`src/rtl/cpu_cycle_ctrl_if.sv`:
```
// Handshake/bus bundle between the instruction sequencer and the datapath/memory side.
// The master modport is the sequencer; the slave modport is the datapath it controls.
interface cpu_cycle_ctrl_if;
    logic        run;
    logic        exec_ok;
    logic        is_branch;
    logic        is_link;
    logic        is_mem;
    logic        is_load;
    logic        no_wb;
    logic        wr_pc;
    logic [31:0] br_target;
    logic [31:0] wb_data;
    logic        mem_ack;

    logic [31:0] pc;
    logic        ifetch_en;
    logic        rf_read_en;
    logic        alu_en;
    logic        mem_req;
    logic        rf_write_en;
    logic        link_we;
    logic [2:0]  state;
    logic [15:0] instr_count;
    logic        err;

    modport master (
        input  run, exec_ok, is_branch, is_link, is_mem, is_load, no_wb, wr_pc,
        input  br_target, wb_data, mem_ack,
        output pc, ifetch_en, rf_read_en, alu_en, mem_req, rf_write_en, link_we,
        output state, instr_count, err
    );

    modport slave (
        output run, exec_ok, is_branch, is_link, is_mem, is_load, no_wb, wr_pc,
        output br_target, wb_data, mem_ack,
        input  pc, ifetch_en, rf_read_en, alu_en, mem_req, rf_write_en, link_we,
        input  state, instr_count, err
    );
endinterface

```
`src/rtl/cpu_cycle_ctrl.sv`:
```
// Multi-cycle instruction sequencer: walks FETCH/READ/EXEC/MEM/WB, owns the PC,
// counts retired instructions and latches a sticky error on memory timeout.
module cpu_cycle_ctrl #(
    parameter logic [31:0] RESET_PC    = 32'h0000_0000,
    parameter int unsigned MEM_TIMEOUT = 16
) (
    input logic              clk,
    input logic              nreset,
    cpu_cycle_ctrl_if.master bus
);

    localparam int unsigned     CntW    = $clog2(MEM_TIMEOUT + 1);
    localparam logic [CntW-1:0] CntLast = CntW'(MEM_TIMEOUT - 1);

    typedef enum logic [2:0] {
        StIdle  = 3'd0,
        StFetch = 3'd1,
        StRead  = 3'd2,
        StExec  = 3'd3,
        StMem   = 3'd4,
        StWb    = 3'd5
    } state_e;

    state_e          state_q, state_d;
    logic [31:0]     pc_q, pc_d;
    logic [15:0]     cnt_q, cnt_d;
    logic            err_q, err_d;
    logic [CntW-1:0] wait_q, wait_d;

    logic            retire;
    logic [31:0]     pc_inc;
    state_e          next_st;

    assign pc_inc  = pc_q + 32'd4;
    assign next_st = bus.run ? StFetch : StIdle;

    always_comb begin
        state_d = state_q;
        pc_d    = pc_q;
        cnt_d   = cnt_q;
        err_d   = err_q;
        wait_d  = wait_q;
        retire  = 1'b0;

        case (state_q)
            StIdle: begin
                if (bus.run && !err_q) begin
                    state_d = StFetch;
                end
            end
            StFetch: begin
                state_d = StRead;
            end
            StRead: begin
                if (bus.exec_ok) begin
                    state_d = StExec;
                end else begin
                    // Condition failed: skip without retiring.
                    pc_d    = pc_inc;
                    state_d = next_st;
                end
            end
            StExec: begin
                if (bus.is_branch) begin
                    pc_d    = bus.br_target;
                    retire  = 1'b1;
                    state_d = next_st;
                end else if (bus.is_mem) begin
                    wait_d  = '0;
                    state_d = StMem;
                end else begin
                    state_d = StWb;
                end
            end
            StMem: begin
                // An ack on the last allowed cycle still completes the access.
                if (bus.mem_ack) begin
                    if (bus.is_load) begin
                        state_d = StWb;
                    end else begin
                        pc_d    = pc_inc;
                        retire  = 1'b1;
                        state_d = next_st;
                    end
                end else if (wait_q == CntLast) begin
                    err_d   = 1'b1;
                    state_d = StIdle;
                end else begin
                    wait_d = wait_q + CntW'(1);
                end
            end
            StWb: begin
                if (!bus.no_wb && bus.wr_pc) begin
                    pc_d = bus.wb_data;
                end else begin
                    pc_d = pc_inc;
                end
                retire  = 1'b1;
                state_d = next_st;
            end
            default: begin
                state_d = StIdle;
            end
        endcase

        if (retire) begin
            cnt_d = cnt_q + 16'd1;
        end
    end

    always_ff @(posedge clk or negedge nreset) begin
        if (!nreset) begin
            state_q <= StIdle;
            pc_q    <= RESET_PC;
            cnt_q   <= 16'd0;
            err_q   <= 1'b0;
            wait_q  <= '0;
        end else begin
            state_q <= state_d;
            pc_q    <= pc_d;
            cnt_q   <= cnt_d;
            err_q   <= err_d;
            wait_q  <= wait_d;
        end
    end

    assign bus.pc          = pc_q;
    assign bus.state       = state_q;
    assign bus.instr_count = cnt_q;
    assign bus.err         = err_q;

    assign bus.ifetch_en   = (state_q == StFetch);
    assign bus.rf_read_en  = (state_q == StRead);
    assign bus.alu_en      = (state_q == StExec);
    assign bus.mem_req     = (state_q == StMem);
    assign bus.link_we     = (state_q == StExec) && bus.is_branch && bus.is_link;
    assign bus.rf_write_en = (state_q == StWb) && !bus.no_wb && !bus.wr_pc;

    a_enables_onehot: assert property (@(posedge clk) disable iff (!nreset)
        $onehot0({bus.ifetch_en, bus.rf_read_en, bus.alu_en, bus.mem_req, bus.rf_write_en}));

    a_err_idle: assert property (@(posedge clk) disable iff (!nreset)
        err_q |-> (state_q == StIdle));

endmodule

```
`src/flat_wrapper.sv`:
```
// flat-port wrapper written by rule: the top's interface ports become plain ports
module cpu_cycle_ctrl_flat 
#(
    parameter logic [31:0] RESET_PC    = 32'h0000_0000,
    parameter int unsigned MEM_TIMEOUT = 16
)
  (clk, nreset, bus_run, bus_exec_ok, bus_is_branch, bus_is_link, bus_is_mem, bus_is_load, bus_no_wb, bus_wr_pc, bus_br_target, bus_wb_data, bus_mem_ack, bus_pc, bus_ifetch_en, bus_rf_read_en, bus_alu_en, bus_mem_req, bus_rf_write_en, bus_link_we, bus_state, bus_instr_count, bus_err);
  cpu_cycle_ctrl_if bus_i ();
  input logic clk;
  input logic nreset;
  input wire logic [$bits(bus_i.run)-1:0] bus_run;
  input wire logic [$bits(bus_i.exec_ok)-1:0] bus_exec_ok;
  input wire logic [$bits(bus_i.is_branch)-1:0] bus_is_branch;
  input wire logic [$bits(bus_i.is_link)-1:0] bus_is_link;
  input wire logic [$bits(bus_i.is_mem)-1:0] bus_is_mem;
  input wire logic [$bits(bus_i.is_load)-1:0] bus_is_load;
  input wire logic [$bits(bus_i.no_wb)-1:0] bus_no_wb;
  input wire logic [$bits(bus_i.wr_pc)-1:0] bus_wr_pc;
  input wire logic [$bits(bus_i.br_target)-1:0] bus_br_target;
  input wire logic [$bits(bus_i.wb_data)-1:0] bus_wb_data;
  input wire logic [$bits(bus_i.mem_ack)-1:0] bus_mem_ack;
  output wire logic [$bits(bus_i.pc)-1:0] bus_pc;
  output wire logic [$bits(bus_i.ifetch_en)-1:0] bus_ifetch_en;
  output wire logic [$bits(bus_i.rf_read_en)-1:0] bus_rf_read_en;
  output wire logic [$bits(bus_i.alu_en)-1:0] bus_alu_en;
  output wire logic [$bits(bus_i.mem_req)-1:0] bus_mem_req;
  output wire logic [$bits(bus_i.rf_write_en)-1:0] bus_rf_write_en;
  output wire logic [$bits(bus_i.link_we)-1:0] bus_link_we;
  output wire logic [$bits(bus_i.state)-1:0] bus_state;
  output wire logic [$bits(bus_i.instr_count)-1:0] bus_instr_count;
  output wire logic [$bits(bus_i.err)-1:0] bus_err;
  assign bus_i.run = bus_run;
  assign bus_i.exec_ok = bus_exec_ok;
  assign bus_i.is_branch = bus_is_branch;
  assign bus_i.is_link = bus_is_link;
  assign bus_i.is_mem = bus_is_mem;
  assign bus_i.is_load = bus_is_load;
  assign bus_i.no_wb = bus_no_wb;
  assign bus_i.wr_pc = bus_wr_pc;
  assign bus_i.br_target = bus_br_target;
  assign bus_i.wb_data = bus_wb_data;
  assign bus_i.mem_ack = bus_mem_ack;
  assign bus_pc = bus_i.pc;
  assign bus_ifetch_en = bus_i.ifetch_en;
  assign bus_rf_read_en = bus_i.rf_read_en;
  assign bus_alu_en = bus_i.alu_en;
  assign bus_mem_req = bus_i.mem_req;
  assign bus_rf_write_en = bus_i.rf_write_en;
  assign bus_link_we = bus_i.link_we;
  assign bus_state = bus_i.state;
  assign bus_instr_count = bus_i.instr_count;
  assign bus_err = bus_i.err;
  cpu_cycle_ctrl #(.RESET_PC(RESET_PC), .MEM_TIMEOUT(MEM_TIMEOUT)) u_core (.clk(clk), .nreset(nreset), .bus(bus_i));
endmodule
```
`config.mk`:
```
export PLATFORM = sky130hd
export DESIGN_NAME = cpu_cycle_ctrl_flat
export DESIGN_NICKNAME = d
export VERILOG_FILES = /design/src/rtl/cpu_cycle_ctrl_if.sv /design/src/rtl/cpu_cycle_ctrl.sv /design/src/flat_wrapper.sv
export SDC_FILE = /design/constraint.sdc
export NUM_CORES = 1
export LEC_CHECK = 0
export CAP_MARGIN = 25
export CORE_AREA = 3 3 126 91
export CTS_BUF_LIST = sky130_fd_sc_hd__clkbuf_4
export DETAILED_ROUTE_END_ITERATION = 7
export DIE_AREA = 0 0 129 94
export PLACE_DENSITY = 0.72
export SYNTH_ARGS = -nofsm -noshare
export SYNTH_HDL_FRONTEND = slang
export SYNTH_SLANG_ARGS = --single-unit
```
`constraint.sdc`:
```
create_clock -name clk -period 5.4 [get_ports clk]
set_input_delay 0.81 -clock clk [delete_from_list [all_inputs] [get_ports clk]]
set_output_delay 0.81 -clock clk [all_outputs]
set_load 0.01 [all_outputs]
```
== Word-level counts from Yosys, hierarchy flattened ==
Index checks and enable logic that the tools add are counted.
Storage, ports and cells
  output and inout bits: 58
  flip-flop bits (word level): 57
  input port bits: 75
  bits in writable memories: 0
  bits in latches: 0
  ROM bits: 0
  memories: 0
Operators by class
  muxes and demuxes: 24
  eq/ne operators: 16
  magnitude comparators: 0
  $add $sub $neg: 3
  divide/modulo/power cells: 0
  multiply operators: 0
  shift-type cells: 0
  reductions and logical operators: 16
  bitwise gates (word level): 1
Operators with widths (number)
  $mux W32: 5
  $pmux W32 S4: 1
  $add A32 B3 Y32 const B: 1
  $mux W5: 4
  $mux W3: 6
  $pmux W3 S6: 1
  $add A16 B1 Y16 const B: 1
  $ne A2 B2 Y1 const B: 8
  $pmux W5 S2: 1
  $reduce_and A5 Y1: 2
  $eq A3 B2 Y1 const B: 2
  $eq A3 B3 Y1 const B: 2
  $logic_and A1 B1 Y1: 6
  $add A5 B1 Y5 const B: 1
  $eq A5 B4 Y1 const B: 1
  $mux W1: 5
  $reduce_bool A4 Y1: 1
  $eq A3 B1 Y1 const B: 1
  $logic_not A1 Y1: 3
  $logic_not A3 Y1: 1
  $ne A3 B2 Y1 const B: 1
  $pmux W1 S3: 1
  $reduce_and A3 Y1: 1
  $ne A2 B1 Y1 const B: 1
  3 further kinds: 3

== Longest topological paths before layout ==
Gate-level depths: netlist of the first run.
  word-level depth: 4
  gate-level depth with buffers: 9
  depth with buffers taken out: 8

== Worst setup path before layout of the first run ==
No wires, ideal clock.
  path type: register to output
  from: register u_core.state_q[1] (netlist: u_core.bus.state[1])
  to: output port bus_link_we
  stages on the path, launching flop included: 7
  required time: 4590 ps
  setup slack: 2890 ps
  arrival time: 1700 ps
  buffers on the path: 3
  path through: dfrtp_1 clkbuf_1 nand3b_1 inv_1 buf_2 buf_1 and3_1
Between the ends
  cells in the longest elaborated chain, start to end: 3
RTL lines
  start: declaration: RTL line cpu_cycle_ctrl.sv:24  | state_e state_q, state_d;
  start signal: assignment: RTL line cpu_cycle_ctrl.sv:113  | state_q <= StIdle;
  start signal: assignment: RTL line cpu_cycle_ctrl.sv:119  | state_q <= state_d;
  $eq A3 B2 Y1
  net bus_alu_en: RTL line flat_wrapper.sv:25  | output wire logic [$bits(bus_i.alu_en)-1:0] bus_alu_en;
  $logic_and A1 B1 Y1 (2 in a row): RTL line cpu_cycle_ctrl.sv:136  | assign bus.link_we = (state_q == StExec) && bus.is_branch && bus.is_link;
  end: declaration: RTL line flat_wrapper.sv:28  | output wire logic [$bits(bus_i.link_we)-1:0] bus_link_we;
The timed path passes the listed nets, and every way through them passes these cells.

== Worst setup path after layout of the first run ==
  from: register u_core.state_q[0] (netlist: u_core.bus.state[0])
  to: output port bus_alu_en
Between the ends
  cells in the longest elaborated chain, start to end: 1
RTL lines
  $eq A3 B2 Y1: RTL line cpu_cycle_ctrl.sv:134  | assign bus.alu_en = (state_q == StExec);
  end: declaration: RTL line flat_wrapper.sv:25
No other way between the ends.

==> impl_metrics.json, run 1 <==
{
  "status": "complete, but fails checks",
  "violations": "design-rule violations",
  "cp_max_fo": 34,
  "powerDensity_mw_per_mm2": 226,
  "r2r-end": "u_core.bus.pc[7]$_DFFE_PN0P_",
  "grt_use_met1_pct": 27.3,
  "gr-max-usage-layer": "met2",
  "synthToLayoutAreaGrowth_pct": 44.1,
  "cts_buffers": 9,
  "gr-usage-all-layers_pct": 19.6,
  "cts.clk_slew.worst_paths_ns": 0.12,
  "arrival_ns": 2.66,
  "fillers": 983,
  "die_h_um": 94,
  "grtUsageMet2_pct": 29.7,
  "peakVddDrop_uv": 114,
  "syn_inst": 404,
  "grt_pass1_wl_um": 18800,
  "dr.pass1.iters": 8,
  "io_buffers": 132,
  "ys.flop_type": "dfrtp_1",
  "viasPerCell": 5.73,
  "cts_tree": "yes",
  "ys_types": 64,
  "root_buffer": "clkbuf_4",
  "synth_fa_ha_area_share_pct": 2.09,
  "final_common_cell": "clkdlybuf4s50_1",
  "yosys.area_share.xor_xnor_pct": 3.91,
  "post-route-util_pct": 50.1,
  "die_area_sq_mm": 0.0121,
  "synth-simple-area-share_pct": 21.4,
  "ff2ff_path_depth": 7,
  "leakagePower_uw": 0.00200,
  "h-tree-depth": 3,
  "relSlewSlack_pct": 49.7,
  "use_met3_pct": 6.99,
  "yosysSeqAreaShare_pct": 39.8,
  "drive_above_1_share_pct": 7.09,
  "finalSetupViolCount": 0,
  "num_rows": 31,
  "start_util_pct": 34.8,
  "synth-seq-cells": 57,
  "fin_crit_sh_pct": 64.2,
  "cts_resized": 0,
  "drt-initial-drc-count": 468,
  "r2r_start": "u_core.bus.state[0]$_DFFE_PN0P_",
  "synth_area_sq_mm": 0.00359,
  "avgSynthCellArea_sq_um": 8.88,
  "first_global_vias": 3686,
  "final_cell_mix": "clkdlybuf4s50_1 (131), dfrtp_1 (57), o21ai_0 (43)",
  "cts_sinks": 57,
  "fin_crit_ns": 3.47,
  "finalMaxSlewViolations": 0,
  "whs_path_depth": 1,
  "ios": 133,
  "place_congestion": 0.920,
  "endpoint_kind": "output port",
  "synth_compound_area_share_pct": 27.7,
  "start_kind": "register",
  "synthArstFlopShare_pct": 100,
  "drc": 1,
  "maxCapViolCount": 0,
  "cp.required_ns": 4.59,
  "skew_ns": 0.0136,
  "dp_hpwl_um": 8580,
  "tightestPinTransition_ns": 0.754,
  "cts_buffer_depth": 2,
  "antenna_cells": 0,
  "ys.warnings.count": 0,
  "ant_nets": 0,
  "wl_per_cell_um": 17.6,
  "synth_edf_count": 0,
  "postCtsHoldBufs": 0,
  "synth_top_family_by_area": "compound AO/OA/AOI/OAI gates",
  "overflow": 0,
  "die-width_um": 129,
  "vias": 3830,
  "clock_latency_ns": 0.41,
  "setup_tns_ns": 0,
  "hold_path_end": "u_core.bus.instr_count[15]$_DFFE_PN0P_",
  "worstHoldStart": "u_core.bus.instr_count[15]$_DFFE_PN0P_",
  "synth.mux.area_fraction_pct": 0.593,
  "worst-setup-path-type": "reg -> out",
  "fmax_mhz": 288,
  "final_hold_viol_count": 0,
  "min-delay-path-class": "reg -> reg",
  "ff2ff_setup_slack_ns": 2.45,
  "grt_max_degree": 58,
  "fp.coreArea_sq_mm": 0.0103,
  "antenna_found_initial": 0,
  "wirelength_um": 11800,
  "post-cts-setup-buffer-count": 0,
  "nets": 612,
  "synth_nets": 485,
  "rsz0062_at_grt": "false"
}
==> kinds of logic (layout without fill, tap and decap cells) <==
group	count (synthesis)	after routing
and+or+nand+nor	140	140
DFF	57	57
AOI/OAI and AO/OA	146	146
adders and majority gates	6	6
buffers and inverters	37	169
xor gates and xnor gates	16	16
muxes	2	2
==> registers in the layout, summed over array words and instances, names as in the netlist <==
register and count:
u_core.wait_q 5, u_core.bus.instr_count 16, u_core.bus.err 1, u_core.bus.state 3, u_core.bus.pc 32
==> layer usage <==
| metal | wire length (um) | up-vias |
|---|---|---|
| met3 | 1170 | 11 |
| met2 | 5180 | 187 |
| met1 | 5340 | 1820 |
| li1 | - | 1812 |
| met5 | 0 | - |
| met4 | 79 | 0 |
==> synthesized netlist by cell type, types with 2 or more instances <==
cell | instances | area, sq um
nor3_1 | 8 | 40.0
a41oi_1 | 2 | 17.5
and3_1 | 11 | 68.8
o22ai_1 | 6 | 37.5
and2b_2 | 2 | 17.5
a22oi_1 | 16 | 120
a22o_1 | 8 | 70.1
nand3b_1 | 4 | 30.0
o31ai_1 | 6 | 45.0
buf_2 | 2 | 10.0
a31oi_1 | 9 | 56.3
and4_1 | 3 | 26.3
o21a_1 | 2 | 15.0
nor4_1 | 7 | 43.8
clkbuf_1 | 11 | 41.3
a222oi_1 | 7 | 70.1
dfrtp_1 | 57 | 1430
or3_1 | 3 | 18.8
and2_1 | 3 | 18.8
nor2_1 | 22 | 82.6
inv_1 | 16 | 60.1
or2_2 | 3 | 18.8
o21ai_0 | 43 | 215
buf_1 | 5 | 18.8
nand4_1 | 13 | 81.3
a21oi_1 | 18 | 90.1
o31a_1 | 8 | 70.1
nor2b_1 | 2 | 12.5
xnor2_1 | 12 | 105
a221oi_1 | 3 | 26.3
nand2_1 | 34 | 128
ha_1 | 6 | 75.1
clkbuf_8 | 2 | 27.5
nand3_1 | 17 | 85.1
xor2_1 | 4 | 35.0
==> how the worst max path moves through the flow <==
stage	start	end	slack [ns]
floorplan	u_core.bus.state[1]$_DFFE_PN0P_	bus_link_we	2.89
global placement	bus_exec_ok	u_core.bus.pc[31]$_DFFE_PN0P_	2.37
detailed placement	bus_exec_ok	u_core.bus.pc[31]$_DFFE_PN0P_	2.34
CTS	u_core.bus.state[0]$_DFFE_PN0P_	bus_alu_en	1.95
global route	u_core.bus.state[0]$_DFFE_PN0P_	bus_alu_en	1.74
finish	u_core.bus.state[0]$_DFFE_PN0P_	bus_alu_en	1.93
==> power by group <==
group | internal (uW) | total (uW) | switching [uW]
logic | 156 | 269 | 113
registers | 462 | 527 | 65.2
clock network | 187 | 372 | 185
total | 806 | 1170 | 363
==> critical path, cell delays in order (launching register included) <==
cell	delay [ns]
dfrtp_1	0.63
nand3b_1	0.28
inv_1	0.30
buf_4	0.42
clkdlybuf4s50_1	0.61
==> stage by stage <==
| stage | hold WS, ns | cell area, sq um | cells | power, uW | setup WS, ns |
|---|---|---|---|---|---|
| finish | 0.489 | 5170 | 668 | 1170 | 1.93 |
| global route | 0.511 | 5170 | 668 | 1220 | 1.74 |
| CTS | 0.488 | 5170 | 668 | 1180 | 1.95 |
| detailed placement | 0.469 | 5010 | 652 | 802 | 2.34 |
| global placement | 0.463 | 5010 | 652 | 793 | 2.37 |
| floorplan | 0.450 | 3590 | 404 | 631 | 2.89 |
==> layout make-up <==
cell class	instances	area (sq um)	area share, %
Multi-Input combinational cell	310	2000	38.7
Sequential cell	57	1430	27.6
Timing Repair Buffer	137	1350	26.2
Tap cell	132	165	3.20
Clock inverter	7	95.1	1.84
Clock buffer	9	67.6	1.31
Inverter	16	60.1	1.16
Power figures use the tool's default switching activity.
==> inputs of run 2 (changes only) <==
PLACE_DENSITY = 0.74   (was 0.72)
clock period = 3.1 ns   (was 5.4 ns; I/O delays follow)
==> run 2 against run 1 <==
The run now ends clean. Global-route usage increased by 0.71 points. Cell count up 0.75%. Worst setup slack got worse by 1.7 ns. Core utilization is 0.62 points higher. Register-to-register slack lost 1.8 ns. Via count up 0.97%. Sequential share of layout area is 0.34 points lower. Total power is 80% higher. First-iteration DRC count down 15%. Critical endpoint is now bus_link_we. Largest power group unchanged.
==> impl_metrics.json, run 2 (synthesized netlist as in run 1, its figures left out) <==
{
  "status": "complete, no violations",
  "h-tree-depth": 3,
  "dp_hpwl_um": 8870,
  "viasPerCell": 5.75,
  "skew_ns": 0.0113,
  "drc": 0,
  "die-width_um": 129,
  "worstSetupEndpoint": "bus_link_we",
  "io_buffers": 132,
  "crit_cells": 4,
  "setup_tns_ns": 0,
  "first_global_vias": 3662,
  "worst-setup-path-type": "reg -> out",
  "vias": 3867,
  "swShare_pct": 29.4,
  "post-cts-setup-buffer-count": 0,
  "r2r_start": "u_core.bus.state[0]$_DFFE_PN0P_",
  "wirelength_um": 12000,
  "overflow": 0,
  "cp.required_ns": 2.63,
  "cts_buffers": 9,
  "cts_sinks": 57,
  "cp_max_fo": 17,
  "relSlewSlack_pct": 55.7,
  "cts_resized": 0,
  "antenna_cells": 0,
  "final_cell_mix": "clkdlybuf4s50_1 (131), dfrtp_1 (57), o21ai_0 (43)",
  "cts_buffer_depth": 2,
  "p_sw_uw": 618,
  "rsz0062_at_grt": "false",
  "cp.buffers_inverters": 2,
  "die_area_sq_mm": 0.0121,
  "ff2ff_setup_slack_ns": 0.62,
  "largest_register_ffs": 32,
  "combPwrFrac_pct": 22.1,
  "pwr-share-seq_pct": 43.7,
  "cp_top_family": "buffers and inverters",
  "drt-initial-drc-count": 399,
  "grt_pass1_wl_um": 19400,
  "cp_slowest_cell": "dfrtp_1",
  "antenna_found_initial": 0,
  "intPower_uw": 1490,
  "fin_crit_ns": 2.90,
  "synthToLayoutAreaGrowth_pct": 45.9,
  "ant_nets": 0,
  "cts_tree": "yes",
  "clock_latency_ns": 0.42,
  "peakVddDrop_uv": 192,
  "start_util_pct": 34.8,
  "start_kind": "register",
  "powerDensity_mw_per_mm2": 402,
  "endpoint_kind": "output port",
  "leakagePower_uw": 0.00203,
  "cts.clk_slew.worst_paths_ns": 0.11,
  "finalSetupViolCount": 0,
  "place_congestion": 0.940,
  "arrival_ns": 2.44,
  "postCtsHoldBufs": 1,
  "nets": 617,
  "tightestPinTransition_ns": 0.659,
  "min-delay-path-class": "reg -> reg",
  "num_rows": 31,
  "ios": 133,
  "wl_per_cell_um": 17.9,
  "cp-startpoint": "u_core.bus.state[0]$_DFFE_PN0P_",
  "path_cells": "nand3b_1 > inv_1 > and3_1 > clkdlybuf4s50_1",
  "gr-usage-all-layers_pct": 20.3,
  "root_buffer": "clkbuf_4",
  "die_h_um": 94,
  "final_common_cell": "clkdlybuf4s50_1",
  "r2r-end": "u_core.bus.pc[13]$_DFFE_PN0P_",
  "fmax_mhz": 345,
  "fin_crit_sh_pct": 93.6,
  "grt_max_degree": 45,
  "dr.pass1.iters": 7,
  "critPathMaxStageDelay_ns": 0.66,
  "whs_ns": 0.477,
  "power_frac_clock_pct": 34.2,
  "maxCapViolCount": 0,
  "drive_above_1_share_pct": 7.76,
  "final_hold_viol_count": 0,
  "finalMaxSlewViolations": 0,
  "fp.coreArea_sq_mm": 0.0103,
  "ff2ff_path_depth": 7
}
run 2: changes by cell type in the layout (fill, tap and decap cells not counted):
cell,change
buf_4,+4
clkinvlp_4,+1
clkinv_2,-1
bufinv_16,+1
dlygate4sd3_1,+1
clkinv_4,-1
run 2: worst min-delay path by stage:
| stage | from | end | cells after the start |
|---|---|---|---|
| finish | u_core.bus.instr_count[15]$_DFFE_PN0P_ | u_core.bus.instr_count[15]$_DFFE_PN0P_ | 1 |
| CTS | u_core.bus.instr_count[15]$_DFFE_PN0P_ | u_core.bus.instr_count[15]$_DFFE_PN0P_ | 1 |
| global route | u_core.bus.instr_count[15]$_DFFE_PN0P_ | u_core.bus.instr_count[15]$_DFFE_PN0P_ | 1 |
| global placement | nreset | u_core.bus.instr_count[14]$_DFFE_PN0P_ | 1 |
| floorplan | nreset | u_core.bus.err$_DFFE_PN0P_ | 0 |
| detailed placement | nreset | u_core.bus.instr_count[14]$_DFFE_PN0P_ | 1 |
run 2: layout make-up:
class | count | area [sq um]
Sequential cell | 57 | 1430
Multi-Input combinational cell | 310 | 2000
Timing Repair Buffer | 142 | 1390
Tap cell | 132 | 165
Fill cell | 958 | 5080
Clock buffer | 9 | 67.6
Clock inverter | 7 | 119
Inverter | 16 | 60.1
run 2: stage by stage:
step / utilization [%] / area (sq um) / worst slack, ns / power, uW / std cells
after floorplan: - / 3590 / 0.863 / 1100 / 404
final: 50.7 / 5230 / 0.199 / 2100 / 673
after detailed placement: 48.8 / 5040 / 0.551 / 1390 / 656
after CTS: 50.7 / 5230 / 0.211 / 2120 / 673
after global routing: 50.7 / 5230 / 0.00250 / 2210 / 673
after global placement: 48.8 / 5040 / 0.616 / 1390 / 656
run 2: layer usage:
| layer | GRT usage (%) | part of all wire (%) | up-vias |
|---|---|---|---|
| met5 | 0 | 0 | - |
| met1 | 28.3 | 46 | 1802 |
| li1 | - | - | 1821 |
| met2 | 30.1 | 43 | 226 |
| met3 | 6.82 | 10 | 18 |
| met4 | 5.42 | 1.1 | 0 |
run 2: worst register-to-register path: stages, from the launching register on:
cell,delay [ns]
dfrtp_1,0.66
nand3b_1,0.28
inv_1,0.35
a31o_2,0.34
buf_4,0.25
nor2_1,0.06
a222oi_1,0.29
o21ai_0,0.12
run 2: power by group through the flow:
stage                     logic, uW  registers [uW]  clock network, uW
after floorplan                 176             923                  0
after global placement          459             927                  0
after detailed placement        464             930                  0
after CTS                       468             918                737
after global routing            507             936                763
final                           464             920                719
